[config.mk]
export PLATFORM = sky130hd
export DESIGN_NAME = sata_transport_tx_arbiter
export DESIGN_NICKNAME = d
export VERILOG_FILES = /design/src/rtl/sata_transport_tx_arbiter.sv
export SDC_FILE = /design/constraint.sdc
export NUM_CORES = 1
export LEC_CHECK = 0
export ABC_AREA = 1
export BUFFER_PORTS_ARGS = -buffer_cell sky130_fd_sc_hd__buf_2
export CORE_UTILIZATION = 34
export DETAILED_ROUTE_END_ITERATION = 6
export PLACE_DENSITY = 0.78
export SLEW_MARGIN = 25
export SYNTH_ARGS = -nofsm -noshare
export SYNTH_HDL_FRONTEND = slang
export SYNTH_SLANG_ARGS = --single-unit
export TNS_END_PERCENT = 5
[constraint.sdc]
create_clock -name clk -period 2.1 [get_ports clk]
set_input_delay 0.105 -clock clk [delete_from_list [all_inputs] [get_ports clk]]
set_output_delay 0.105 -clock clk [all_outputs]
set_load 0.01 [all_outputs]
[src/rtl/sata_transport_tx_arbiter.sv]
// Whole-packet arbiter sharing the link TX stream between cmd and data FIS sources; grant registered one cycle after SOP, zero-latency pass-through once granted.
// Data grants gated by DMA Activate credits; SATA_TX_ARB_RR_EN selects round-robin ties (default: cmd has fixed priority).
module sata_transport_tx_arbiter #(
  parameter int USER_W = 8,
  parameter int CRED_W = 4
) (
  input  logic              clk,
  input  logic              rst_n,
  input  logic [31:0]       s_cmd_tdata,
  input  logic [USER_W-1:0] s_cmd_tuser,
  input  logic              s_cmd_tvalid,
  output logic              s_cmd_tready,
  input  logic [31:0]       s_dat_tdata,
  input  logic [USER_W-1:0] s_dat_tuser,
  input  logic              s_dat_tvalid,
  output logic              s_dat_tready,
  output logic [31:0]       m_link_tdata,
  output logic [USER_W-1:0] m_link_tuser,
  output logic              m_link_tvalid,
  input  logic              m_link_tready,
  input  logic              dma_act_pulse,
  input  logic              cfg_act_gate,
  input  logic              link_abort,
  output logic              grant_cmd,
  output logic              grant_dat,
  output logic [CRED_W-1:0] credit_cnt,
  output logic [7:0]        orphan_cnt
);

  typedef enum logic [1:0] {IDLE, G_CMD, G_DAT} state_t;

  state_t            r_state;
  state_t            w_state_nxt;
  logic [CRED_W-1:0] r_credit;
  logic [7:0]        r_orphan;
  logic              w_cmd_sop;
  logic              w_dat_sop;
  logic              w_pick_dat;
  logic              w_cmd_orph;
  logic              w_dat_orph;
  logic              w_consume;
  logic              w_cred_full;
  logic [8:0]        w_orph_sum;

  assign w_cmd_sop   = s_cmd_tvalid & s_cmd_tuser[1];
  assign w_dat_sop   = s_dat_tvalid & s_dat_tuser[1] & (~cfg_act_gate | (r_credit != '0));
  assign w_cmd_orph  = (r_state == IDLE) & s_cmd_tvalid & ~s_cmd_tuser[1] & ~link_abort;
  assign w_dat_orph  = (r_state == IDLE) & s_dat_tvalid & ~s_dat_tuser[1] & ~link_abort;
  assign w_cred_full = (r_credit == {CRED_W{1'b1}});

`ifdef SATA_TX_ARB_RR_EN
  // r_last_dat resets to "data" so the first tie goes to cmd.
  logic r_last_dat;
  assign w_pick_dat = w_dat_sop & (~w_cmd_sop | ~r_last_dat);

  always_ff @(posedge clk or negedge rst_n) begin
    if (!rst_n)
      r_last_dat <= 1'b1;
    else if ((r_state == IDLE) && (w_state_nxt != IDLE))
      r_last_dat <= (w_state_nxt == G_DAT);
  end
`else
  assign w_pick_dat = w_dat_sop & ~w_cmd_sop;
`endif

  always_comb begin
    w_state_nxt   = r_state;
    w_consume     = 1'b0;
    m_link_tdata  = '0;
    m_link_tuser  = '0;
    m_link_tvalid = 1'b0;
    s_cmd_tready  = 1'b0;
    s_dat_tready  = 1'b0;
    case (r_state)
      IDLE: begin
        s_cmd_tready = w_cmd_orph;
        s_dat_tready = w_dat_orph;
        if (w_pick_dat) begin
          w_state_nxt = G_DAT;
          w_consume   = cfg_act_gate;
        end else if (w_cmd_sop) begin
          w_state_nxt = G_CMD;
        end
      end
      G_CMD: begin
        m_link_tdata  = s_cmd_tdata;
        m_link_tuser  = s_cmd_tuser;
        m_link_tvalid = s_cmd_tvalid;
        s_cmd_tready  = m_link_tready;
        if (s_cmd_tvalid && m_link_tready && s_cmd_tuser[0])
          w_state_nxt = IDLE;
      end
      G_DAT: begin
        m_link_tdata  = s_dat_tdata;
        m_link_tuser  = s_dat_tuser;
        m_link_tvalid = s_dat_tvalid;
        s_dat_tready  = m_link_tready;
        if (s_dat_tvalid && m_link_tready && s_dat_tuser[0])
          w_state_nxt = IDLE;
      end
      default: w_state_nxt = IDLE;
    endcase
    // Abort wins over everything: no handshake, no credit use, back to IDLE.
    if (link_abort) begin
      w_state_nxt   = IDLE;
      w_consume     = 1'b0;
      m_link_tvalid = 1'b0;
      s_cmd_tready  = 1'b0;
      s_dat_tready  = 1'b0;
    end
  end

  always_ff @(posedge clk or negedge rst_n) begin
    if (!rst_n)
      r_state <= IDLE;
    else
      r_state <= w_state_nxt;
  end

  always_ff @(posedge clk or negedge rst_n) begin
    if (!rst_n)
      r_credit <= '0;
    else if (link_abort)
      r_credit <= '0;
    else if (dma_act_pulse && !w_consume && !w_cred_full)
      r_credit <= r_credit + CRED_W'(1);
    else if (w_consume && !dma_act_pulse)
      r_credit <= r_credit - CRED_W'(1);
  end

  assign w_orph_sum = {1'b0, r_orphan} + {8'd0, w_cmd_orph} + {8'd0, w_dat_orph};

  always_ff @(posedge clk or negedge rst_n) begin
    if (!rst_n)
      r_orphan <= '0;
    else
      r_orphan <= (w_orph_sum > 9'd255) ? 8'd255 : w_orph_sum[7:0];
  end

  assign grant_cmd  = (r_state == G_CMD);
  assign grant_dat  = (r_state == G_DAT);
  assign credit_cnt = r_credit;
  assign orphan_cnt = r_orphan;

endmodule

# == After elaboration in Yosys (flattened, before gate mapping) ==
# Index checks and enable logic that the tools add are counted.
# op_classes
n_addsub,4
n_mul,0
n_div,0
n_lt_le_gt_ge,1
eq_ne,6
shifts,0
mux,21
n_bitwise,16
n_reduce_logical,14
# op_table
operator,n
$pmux W32 S2,1
$pmux W8 S2,1
$mux W4,3
$and A1 B1 Y1,10
$mux W2,5
$add A8 B1 Y9,1
$add A9 B1 Y9,1
$gt A9 B8 Y1 const B,1
$mux W8,1
$logic_and A1 B1 Y1,7
$mux W1,6
$ne A3 B2 Y1 const B,2
$pmux W1 S2,3
$pmux W2 S3,1
$not A1 Y1,5
$add A4 B1 Y4 const B,1
$eq A4 B4 Y1 const B,1
$ne A4 B4 Y1 const B,1
$reduce_bool A4 Y1,1
$sub A4 B1 Y4 const B,1
$logic_not A1 Y1,3
$reduce_and A3 Y1,1
$reduce_bool A3 Y1,1
$eq A2 B1 Y1 const B,1
other kinds (3),3
# word_totals
register_bits,14
latch_bits,0
mem_bits_rw,0
mem_bits_ro,0
input_bits,88
output_inout_bits,57
word_cells,65
memories,0

# == Depth between registers and ports, before layout ==
# Gate-level depths: netlist (run 1).
# logic_depth
ltp_word,12
mapped_depth,16
depth_no_buf,16

# == Worst setup path after synthesis (run 1) ==
# Ideal clock, no wire load.
# synth_path
path_kind,register to register
from,register r_state[0]
to,"register r_orphan[5], in the netlist orphan_cnt[5]"
setup_ns,0.067
arrival_time_ns,2.048
required_time_ns,2.033
slack_ns,-0.015
stages_incl_launch_ff,13
path_buffers,1
synth_period_minus_slack_ns,2.115
path_cell_list,dfrtp_1 > inv_1 > ha_1 > inv_1 > nor2_4 > inv_2 > nor3b_2 > fa_1 > ha_1 > nand3_1 > or2_2 > clkbuf_1 > nand2_1
# synth_between
elab_chain_len,8
elab_cells_between_ends,11
classes_between,2 x add/sub; 1 x order compare; 1 x mux; 6 x bitwise; 1 x reduce/logical
# synth_rtl
element,line_no,text
"start, declared",32,state_t r_state;
"start signal, assigned",117,r_state <= w_state_nxt;
$logic_not A2 Y1 (*),"47, 48",
$and A1 B1 Y1 (3 in a row),47,assign w_cmd_orph = (r_state == IDLE) & s_cmd_tvalid & ~s_cmd_tuser[1] & ~link_abort;
$add A8 B1 Y9,131,"assign w_orph_sum = {1'b0, r_orphan} + {8'd0, w_cmd_orph} + {8'd0, w_dat_orph};"
$add A9 B1 Y9 (*),131,
$gt A9 B8 Y1,137,r_orphan <= (w_orph_sum > 9'd255) ? 8'd255 : w_orph_sum[7:0];
$mux W8 (*),137,
"end signal, assigned",137,
"end, declared",35,logic [7:0] r_orphan;
# Every way passes the cells marked *; elsewhere a longest branch is shown, timed or not.
# A chain may end at the register's enable or synchronous reset.

# == Worst setup path in the final report (run 1) ==
# layout_path
from,register r_state[1]
to,"register r_orphan[6], in the netlist orphan_cnt[6]"
# Same word-level chain as after synthesis.

==> key figures, run 1 <==
Layout
  • Post-route insts no fill: 465
  • Area delta synth->final: 63.9%
  • Cell area after layout: 2590 µm²
  • Fin util: 58.6%
  • Fillcell total: 445
  • ANT cells: 0
  • Share of cells above drive strength 1: 46.7%
  • Final nets: 510

STA
  • Fin. max-slew vios: 0
  • Slew headroom: 79.1%
  • Highest Clock Rate: 480 MHz
  • Setup violators final: 0
  • Slew @ Worst Pin: 0.314 ns
  • Clk_skew: 0.00142 ns
  • Final Cycle Share: 99.3%
  • Tmin final: 2.08 ns
  • Final Hold Viols: 0
  • RSZ-0062 raised after global routing: true
  • Final worst setup slack: 0.0155 ns

Synth
  • Top FF cell, synth: dfrtp_1
  • Synth Register Bits: 14
  • Distinct cell type count after synthesis: 26
  • Number of flops mapped to enable cells by yosys: 0
  • Synth top area share: 25.2%
  • Syn nets: 357
  • Synthesized area: 1580 µm²
  • Average cell area after synthesis: 6.05 µm²
  • Most common cell in the netlist: nand2_1
  • Post-Synthesis Cells: 261
  • Async SR Flop Fraction: 100%
  • Synth area leader: nand2_1
  • Top post-synthesis cells by area: nand2_1 (25%), dfrtp_1 (22%), a21oi_1 (14%)
  • Seq/Total Area, Yosys: 22.2%
  • Ys Warns: 0
  • Commonest cells post-synth: nand2_1 (106), a21oi_1 (45), inv_1 (19)

Route
  • Vias per inst: 4.77
  • Total wire length: 5760 µm
  • Highest metal used: met4
  • Met1 wire length: 2270 µm
  • Metal3 WL: 313 µm
  • Met2 WL post-DR: 3020 µm
  • Total number of vias: 2217
  • Detail Route Antenna Nets: 0
  • DR WL/cell: 12.4 µm
  • Initial DRC Count: 48
  • DR pass1 iterations: 4
  • # DRC: 0

Setup path
  • CP Capture Type: register
  • Start point of the critical path: r_state[1]$_DFFE_PN0P_
  • Worst-path fanout max: 3
  • Worst R2R Start: r_state[1]$_DFFE_PN0P_
  • Worst path required time: 2.23 ns
  • Critical Path AT: 2.21 ns
  • CP Launch Type: register
  • Critical path type: reg2reg

Clock network
  • Clk buf depth: 2
  • CTS tree: done
  • Clock Sinks: 14
  • CTS root buf: clkbuf_8
  • Inserted Clock Buffers: 3
  • Clk slew on worst S/H paths: 0.06 ns
  • H-tree level count: 1
  • Clk_lat worst skew: 0.24 ns

Placement
  • Worst slack at placement: -0.0529 ns
  • Placed Area: 2420 µm²
  • I/O Buffers: 144
  • DP Wirelength: 4550 µm
  • Dpl cells: 453
  • GPL Wtd Cong: 0.854

Global routing
  • GR Overflow Total: 0
  • Vias in the first global route: 2114
  • First-pass GRT wire length: 9430 µm
  • Largest net degree at the start of global routing: 33
  • Global Route Usage Sum: 23.1%
  • Initial antenna violation count: 0

Floorplanning
  • Die X-Extent: 70.2 µm
  • Floorplan row count: 24
  • Die height: 70.2 µm
  • Core area: 4410 µm²
  • Initial core utilization: 35.8%
  • Die ar.: 4920 µm²
  • # IOs: 145

Min path
  • Hold Crit Start: link_abort
  • Tightest Hold Check Type: in2reg

Pwr
  • Leakage: 1.38 nW
  • Pwr dens: 559 nW/µm²
  • Worst vdd ir: 383 µV

Status
  • Status: complete, no violations

Job
  • Max-Cap Viols: 0
## final cells by class
cell class                 count  area [µm²]  share of cell area (%)
sequential                    14         350                    13.5
clock buffer                   4        55.1                    2.13
multi-input combinational    210        1160                    44.9
tap                           52        65.1                    2.51
timing repair buffer         163         870                    33.6
inverter                      22        85.1                    3.29
## critical path, cell delays in order (launching register included)
cell and delay, ns:
dfrtp_1 0.40, inv_2 0.09, ha_4 0.13, inv_2 0.03, nor2_4 0.11, inv_4 0.06, nor3b_4 0.23, fa_2 0.29
ha_4 0.15, nand3_2 0.09, inv_2 0.08, nand3_2 0.08, xor2_1 0.17, nand2_1 0.06
## routing by layer
layer | GRT usage, % | up-vias
met2 | 42.7 | 82
met4 | 9.11 | 0
met1 | 26.9 | 981
met5 | 0 | -
met3 | 2.45 | 14
li1 | - | 1140
## final timing paths
| check | end | slack [ns] | cells past startpoint |
|---|---|---|---|
| worst max-delay path | orphan_cnt[6]$_DFF_PN0_ | 0.02 | 13 |
| worst min-delay path | credit_cnt[1]$_DFFE_PN0P_ | 0.27 | 4 |
| worst max register to register | orphan_cnt[6]$_DFF_PN0_ | 0.02 | 13 |
| worst min register to register | orphan_cnt[6]$_DFF_PN0_ | 0.55 | 2 |
| max in group asynchronous | credit_cnt[0]$_DFFE_PN0P_ | 1.58 | 2 |
| min in group asynchronous | orphan_cnt[6]$_DFF_PN0_ | 0.28 | 2 |
## layout by cell type, fill, tap and decap left out, types with 2 or more instances in the layout
master | netlist | layout
buf_2 | 2 | 144
inv_2 | 2 | 6
nor3b_4 | 0 | 2
ha_4 | 0 | 3
a21oi_1 | 45 | 44
clkbuf_8 | 0 | 4
nor2_1 | 10 | 9
o21ai_1 | 2 | 2
xor2_1 | 3 | 3
nand2_4 | 2 | 2
xnor2_1 | 2 | 2
nand4_1 | 5 | 5
nand3_2 | 0 | 3
nand2_1 | 106 | 106
dfrtp_1 | 14 | 14
buf_4 | 0 | 17
inv_1 | 19 | 14
nand3_1 | 16 | 13
nor2_4 | 2 | 2
ha_1 | 6 | 3
## state kept, by name (all words and copies together), names as in the netlist
| signal | cells |
|---|---|
| orphan_cnt | 8 |
| credit_cnt | 4 |
| r_state | 2 |
## stage by stage
step	hold slack (ns)	setup TNS (ns)	total power [mW]
2_1_floorplan	-0.191	0	0.839
3_3_place_gp	0.0116	0	1.12
3_5_place_dp	0.0134	-0.0942	1.14
4_1_cts	0.252	0	1.42
5_1_grt	0.291	-0.507	1.58
6_report	0.269	0	1.45
## logic make-up (layout without fill, tap and decap cells)
logic type                 after synthesis  after routing  synth area share [%]
AOI/OAI and AO/OA                       50             50                  16.5
buffers and inverters                   37            189                  8.95
xor gates and xnor gates                 5              5                  2.77
DFF                                     14             14                  22.2
adders and majority gates                8              8                  7.29
and+or+nand+nor                        147            147                  42.3
## report_power, final
part / switching [mW] / leakage (nW) / internal (mW) / total (mW)
Combinational: 0.412 / 1.17 / 0.330 / 0.742
Clock: 0.0901 / 0.0288 / 0.166 / 0.256
Sequential: 0.108 / 0.182 / 0.341 / 0.449
Total: 0.610 / 1.38 / 0.837 / 1.45
## repair_timing
| action | CTS | global route |
|---|---|---|
| setup endpoints to repair | 5 | 11 |
| buffers inserted | 1 | 6 |
| hold buffers | 1 | 0 |
| gates resized for setup | 4 | 11 |
| endpoints found under the hold margin | 14 | 0 |
| pin swaps | 3 | 9 |
Note: power is estimated with default switching activity, not from simulation.
==> run 2: changes to the inputs <==
--- a/config.mk
+++ b/config.mk
@@ -7,9 +7,9 @@
 export LEC_CHECK = 0
 export ABC_AREA = 1
 export BUFFER_PORTS_ARGS = -buffer_cell sky130_fd_sc_hd__buf_2
-export CORE_UTILIZATION = 34
+export CORE_UTILIZATION = 38
 export DETAILED_ROUTE_END_ITERATION = 6
-export PLACE_DENSITY = 0.78
+export PLACE_DENSITY = 0.82
 export SLEW_MARGIN = 25
 export SYNTH_ARGS = -nofsm -noshare
 export SYNTH_HDL_FRONTEND = slang
==> constraint.sdc (replaced) <==
create_clock -name clk -period 2.2 [get_ports clk]
set_input_delay 0.11 -clock clk [delete_from_list [all_inputs] [get_ports clk]]
set_output_delay 0.11 -clock clk [all_outputs]
set_load 0.01 [all_outputs]
==> key figures, run 2 (synthesized netlist as in run 1, its figures left out) <==
STA
  • Clk_skew: 0.00361 ns
  • Final Cycle Share: 95.8%
  • Min Hold Slack: 0.271 ns
  • Setup violators final: 0
  • Tmin final: 2.11 ns
  • Final worst setup slack: 0.0916 ns
  • Final Hold Viols: 0
  • Fin. max-slew vios: 0
  • RSZ-0062 raised after global routing: true
  • Highest Clock Rate: 474 MHz
  • Setup_tns: 0 ns
  • Slew headroom: 72.8%
  • Slew @ Worst Pin: 0.408 ns

Min path
  • Hold depth: 4
  • Tightest Hold Check Type: in2reg

Route
  • DR WL/cell: 11.7 µm
  • Total wire length: 5340 µm
  • Vias per inst: 4.80
  • Detail Route Antenna Nets: 0
  • DR pass1 iterations: 4
  • Total number of vias: 2187
  • Initial DRC Count: 60
  • # DRC: 0

Global routing
  • Global Route met3 Usage: 5.82%
  • Routing usage on met2: 42.6%
  • Global Route Usage Sum: 22.3%
  • GR Overflow Total: 0
  • GR peak layer: met2
  • Initial antenna violation count: 1
  • Vias in the first global route: 1799
  • M1 GR Usage: 24.9%
  • First-pass GRT wire length: 7650 µm
  • Largest net degree at the start of global routing: 42

Floorplanning
  • Die ar.: 4420 µm²
  • Core area: 4000 µm²
  • Die height: 66.5 µm
  • Initial core utilization: 39.5%
  • # IOs: 145
  • Die X-Extent: 66.5 µm
  • Floorplan row count: 23

Clock network
  • Inserted Clock Buffers: 3
  • Clk buf depth: 2
  • Clk slew on worst S/H paths: 0.05 ns
  • CTS tree: done
  • Clock Sinks: 14
  • CTS root buf: clkbuf_8
  • Clk_lat worst skew: 0.24 ns
  • H-tree level count: 1

Setup path
  • Delay-heaviest family, CP: simple AND/OR/NAND/NOR gates
  • Reg2reg setup slack: 0.09 ns
  • Worst path required time: 2.33 ns
  • Worst-path fanout max: 3
  • Worst R2R Start: r_state[1]$_DFFE_PN0P_
  • Crit path depth: 13
  • Max incr delay on CP: 0.40 ns
  • Buf+Inv Stages, Crit Path: 4
  • Worst R2R End: orphan_cnt[7]$_DFF_PN0_
  • End of the critical path: orphan_cnt[7]$_DFF_PN0_
  • CP most frequent cell: inv_2
  • CP Capture Type: register
  • CP cell instances: inv_2, ha_4, inv_2, nor2_4, inv_4, nor3b_4, fa_2, nand3_2, inv_2, nand4_1, nor2_2, nand3_1, o21a_1
  • CP max stage cell: dfrtp_1
  • R2R depth: 13
  • CP Launch Type: register
  • Critical Path AT: 2.24 ns
  • Start point of the critical path: r_state[1]$_DFFE_PN0P_
  • Critical path type: reg2reg

Pwr
  • Worst vdd ir: 453 µV
  • Pwr dens: 528 nW/µm²
  • Leakage: 1.35 nW

Job
  • Max-Cap Viols: 0

Placement
  • Worst slack at placement: -0.0460 ns
  • GPL Wtd Cong: 0.837
  • DP Wirelength: 4220 µm
  • I/O Buffers: 144

Layout
  • Final nets: 503
  • Commonest non-fill, non-tap cell in the layout: buf_2
  • Area delta synth->final: 59.5%
  • Number of flip-flops under the largest register name: 8
  • Share of cells above drive strength 1: 45.4%
  • Most frequent cells in the layout: buf_2 (144), nand2_1 (106), a21oi_1 (44)
  • Fin util: 63.0%

Status
  • Status: complete, no violations
[run 2: cell types whose count changed in the layout (fill, tap and decap cells not counted)]
cell      change
buf_4         -6
inv_1         +1
inv_2         -1
diode_2       +1
buf_6         -1
clkbuf_8      -1
[run 2: metrics by stage]
stage / std cells / cell area, µm² / power (mW)
4_1_cts: 452 / 2450 / 1.29
2_1_floorplan: 261 / 1580 / 0.783
3_5_place_dp: 447 / 2360 / 1.06
3_3_place_gp: 447 / 2360 / 1.03
5_1_grt: 455 / 2520 / 1.44
6_report: 456 / 2520 / 1.33
[run 2: how the worst min path moves through the flow]
stage / from / endpoint / slack (ns)
2_1_floorplan: rst_n / credit_cnt[0]$_DFFE_PN0P_ / -0.19
3_3_place_gp: rst_n / orphan_cnt[7]$_DFF_PN0_ / 0.009
3_5_place_dp: rst_n / orphan_cnt[6]$_DFF_PN0_ / 0.01
4_1_cts: link_abort / credit_cnt[1]$_DFFE_PN0P_ / 0.26
6_report: cfg_act_gate / r_state[1]$_DFFE_PN0P_ / 0.27
5_1_grt: rst_n / orphan_cnt[6]$_DFF_PN0_ / 0.31
[run 2: timing repair]
item,CTS,global route
cloned,0,0
buffers inserted,1,3
pin swaps,4,7
gates resized for setup,9,10
endpoints found under the hold margin,14,0
setup endpoints to repair,7,10
hold buffers,1,0
[run 2: where the power goes]
| group | switching [mW] | internal, mW |
|---|---|---|
| clock | 0.0825 | 0.121 |
| combinational | 0.387 | 0.305 |
| sequential | 0.109 | 0.326 |
| total | 0.578 | 0.751 |
[run 2: final cells by class]
type | instances | area, µm²
repair buffers | 156 | 813
multi-input cells | 210 | 1160
well taps | 50 | 62.6
clock buffers | 3 | 41.3
diodes | 1 | 2.50
flip-flops and latches | 14 | 350
fillers | 387 | 1480
inverters | 22 | 85.1
[run 2: layer usage]
layer	vias to the layer above	part of all wire [%]
li1	1128	-
met1	979	40
met2	78	53
met3	2	7.2
met4	0	0.15
met5	-	0
[run 2: worst min-delay path, cell delays in order]
cell and delay, ns:
buf_2 0.11, nand3_1 0.11, nand3_1 0.08, o21ai_1 0.07
==> run 3: changes to the inputs <==
--- a/config.mk
+++ b/config.mk
@@ -8,6 +8,7 @@
 export ABC_AREA = 1
 export BUFFER_PORTS_ARGS = -buffer_cell sky130_fd_sc_hd__buf_2
 export CORE_UTILIZATION = 38
+export CTS_CLUSTER_SIZE = 25
 export DETAILED_ROUTE_END_ITERATION = 6
 export PLACE_DENSITY = 0.82
 export SLEW_MARGIN = 25
==> constraint.sdc (replaced) <==
create_clock -name clk -period 2.2 [get_ports clk]
set_input_delay 0.11 -clock clk [delete_from_list [all_inputs] [get_ports clk]]
set_output_delay 0.11 -clock clk [all_outputs]
set_load 0.1 [all_outputs]
==> key figures, run 3 (synthesized netlist as in run 1, its figures left out) <==
Layout
  • Sequential cell area: 355 µm²
  • Share of cells above drive strength 1: 58.5%
  • Fillcell total: 129
  • Area delta synth->final: 139%
  • Most frequent cells in the layout: nand2_1 (106), buf_2 (102), buf_12 (45)
  • Final nets: 511
  • Number of flip-flops under the largest register name: 8
  • Commonest non-fill, non-tap cell in the layout: nand2_1
  • Post-route insts no fill: 465
  • Area of the multi-input gates: 1670 µm²

Floorplanning
  • Die X-Extent: 66.5 µm
  • Die height: 66.5 µm
  • Floorplan row count: 23
  • Die ar.: 4420 µm²
  • # IOs: 145
  • Core area: 4000 µm²
  • Initial core utilization: 39.5%

Placement
  • GPL Wtd Cong: 0.784
  • Dpl cells: 454
  • DP Wirelength: 6050 µm
  • I/O Buffers: 144

STA
  • Slew headroom: 66.6%
  • Slew @ Worst Pin: 0.505 ns
  • Setup violators final: 5
  • Fin. max-slew vios: 0
  • Final Cycle Share: 103%
  • RSZ-0062 raised after global routing: true
  • Highest Clock Rate: 443 MHz
  • Tmin final: 2.26 ns
  • Final worst setup slack: -0.0595 ns
  • Setup_tns: -0.235 ns
  • Final Hold Viols: 0
  • Clk_skew: 0.00471 ns

Status
  • Status: complete, but fails checks
  • Failing checks: setup timing

Pwr
  • Pwr dens: 650 nW/µm²
  • Leakage: 1.52 nW
  • Worst vdd ir: 1080 µV
  • Total chip power: 2.46 mW

Route
  • Total wire length: 9040 µm
  • Vias per inst: 5.74
  • Total number of vias: 2670
  • DR WL/cell: 19.4 µm
  • # DRC: 0
  • Detail Route Antenna Nets: 0
  • Initial DRC Count: 159
  • DR pass1 iterations: 5

Setup path
  • Buf+Inv Stages, Crit Path: 3
  • Worst-path fanout max: 4
  • CP Launch Type: register
  • End of the critical path: credit_cnt[3]$_DFFE_PN0P_
  • Worst R2R End: credit_cnt[3]$_DFFE_PN0P_
  • Max incr delay on CP: 0.40 ns
  • Start point of the critical path: r_state[1]$_DFFE_PN0P_
  • Crit path depth: 16
  • Critical Path AT: 2.41 ns
  • CP Capture Type: register
  • R2R depth: 16
  • Delay-heaviest family, CP: simple AND/OR/NAND/NOR gates
  • Worst R2R Start: r_state[1]$_DFFE_PN0P_
  • CP most frequent cell: nand2_1
  • CP cell instances: inv_2, ha_4, inv_4, nor2_4, buf_4, nand4_4, nand2_4, ha_1, nand3_1, nand2_1, nand2_1, nand2_1, nand3_1, nand2_1, nand3_1, nand2_1
  • Worst path required time: 2.35 ns
  • Reg2reg setup slack: -0.06 ns
  • Critical path type: reg2reg
  • CP max stage cell: dfrtp_1

Global routing
  • Largest net degree at the start of global routing: 28
  • Global Route Usage Sum: 36.2%
  • Initial antenna violation count: 0
  • Vias in the first global route: 2575
  • GR Overflow Total: 0
  • First-pass GRT wire length: 12100 µm

Clock network
  • Clk_lat worst skew: 0.26 ns
  • Clk slew on worst S/H paths: 0.06 ns
  • CTS tree: done
  • Inserted Clock Buffers: 3
  • H-tree level count: 1
  • Clk buf depth: 2
  • CTS root buf: clkbuf_8
  • Clock Sinks: 14

Job
  • Max-Cap Viols: 0

Min path
  • Tightest Hold Check Type: in2async
[run 3: worst reg2reg max path, cell delays in order (launching register included)]
cell,delay (ns)
dfrtp_1,0.40
inv_2,0.09
ha_4,0.15
inv_4,0.04
nor2_4,0.14
buf_4,0.15
nand4_4,0.15
nand2_4,0.14
ha_1,0.24
nand3_1,0.11
nand2_1,0.06
nand2_1,0.06
nand2_1,0.08
nand3_1,0.10
nand2_1,0.07
nand3_1,0.10
nand2_1,0.07
[run 3: metal layers]
layer / wire, µm / track usage (%) / up-vias
met2: 4740 / 69.6 / 212
met5: 0 / 0 / -
li1: - / - / 1146
met3: 796 / 8.56 / 65
met1: 2870 / 34.8 / 1247
met4: 640 / 19.7 / 0
[run 3: stage by stage]
step / area, µm² / hold slack (ns) / util, % / setup WS (ns)
floorplan: 2090 / -0.186 / - / -0.0531
finish: 3780 / 0.277 / 94.5 / -0.0595
global placement: 3590 / 0.00693 / 89.6 / 0.153
detailed placement: 3590 / 0.0126 / 89.6 / 0.0329
CTS: 3690 / 0.266 / 92.3 / -0.0117
global route: 3780 / 0.323 / 94.4 / -0.123
[run 3: area by class of cell]
cell class                      instances  share of cell area, %
Antenna cell                            1                 0.0662
Clock buffer                            4                   1.46
Inverter                               22                   2.38
Multi-Input combinational cell        210                   44.1
Sequential cell                        14                   9.40
Tap cell                               50                   1.66
Timing Repair Buffer                  164                   40.9
[run 3: report_power, final]
part	internal [mW]	switching, mW	leakage (nW)
registers	0.329	0.115	0.176
logic	0.479	1.27	1.32
clock network	0.159	0.106	0.0288
[run 3: worst min-delay path by stage]
stage / start / endpoint / slack (ns) / cells past startpoint
2_1_floorplan: rst_n / credit_cnt[0]$_DFFE_PN0P_ / -0.19 / 0
3_3_place_gp: rst_n / orphan_cnt[7]$_DFF_PN0_ / 0.007 / 1
3_5_place_dp: rst_n / orphan_cnt[6]$_DFF_PN0_ / 0.01 / 1
4_1_cts: cfg_act_gate / r_state[1]$_DFFE_PN0P_ / 0.27 / 4
5_1_grt: rst_n / orphan_cnt[0]$_DFF_PN0_ / 0.32 / 2
6_report: rst_n / orphan_cnt[0]$_DFF_PN0_ / 0.28 / 2
[run 3: repair_timing]
item | 4_1_cts | 5_1_grt
cloned | 0 | 0
buffers inserted | 0 | 5
endpoints found under the hold margin | 14 | 0
hold buffers | 1 | 0
resized for setup | 8 | 13
endpoints found under the setup margin | 9 | 11
pin swaps | 1 | 6
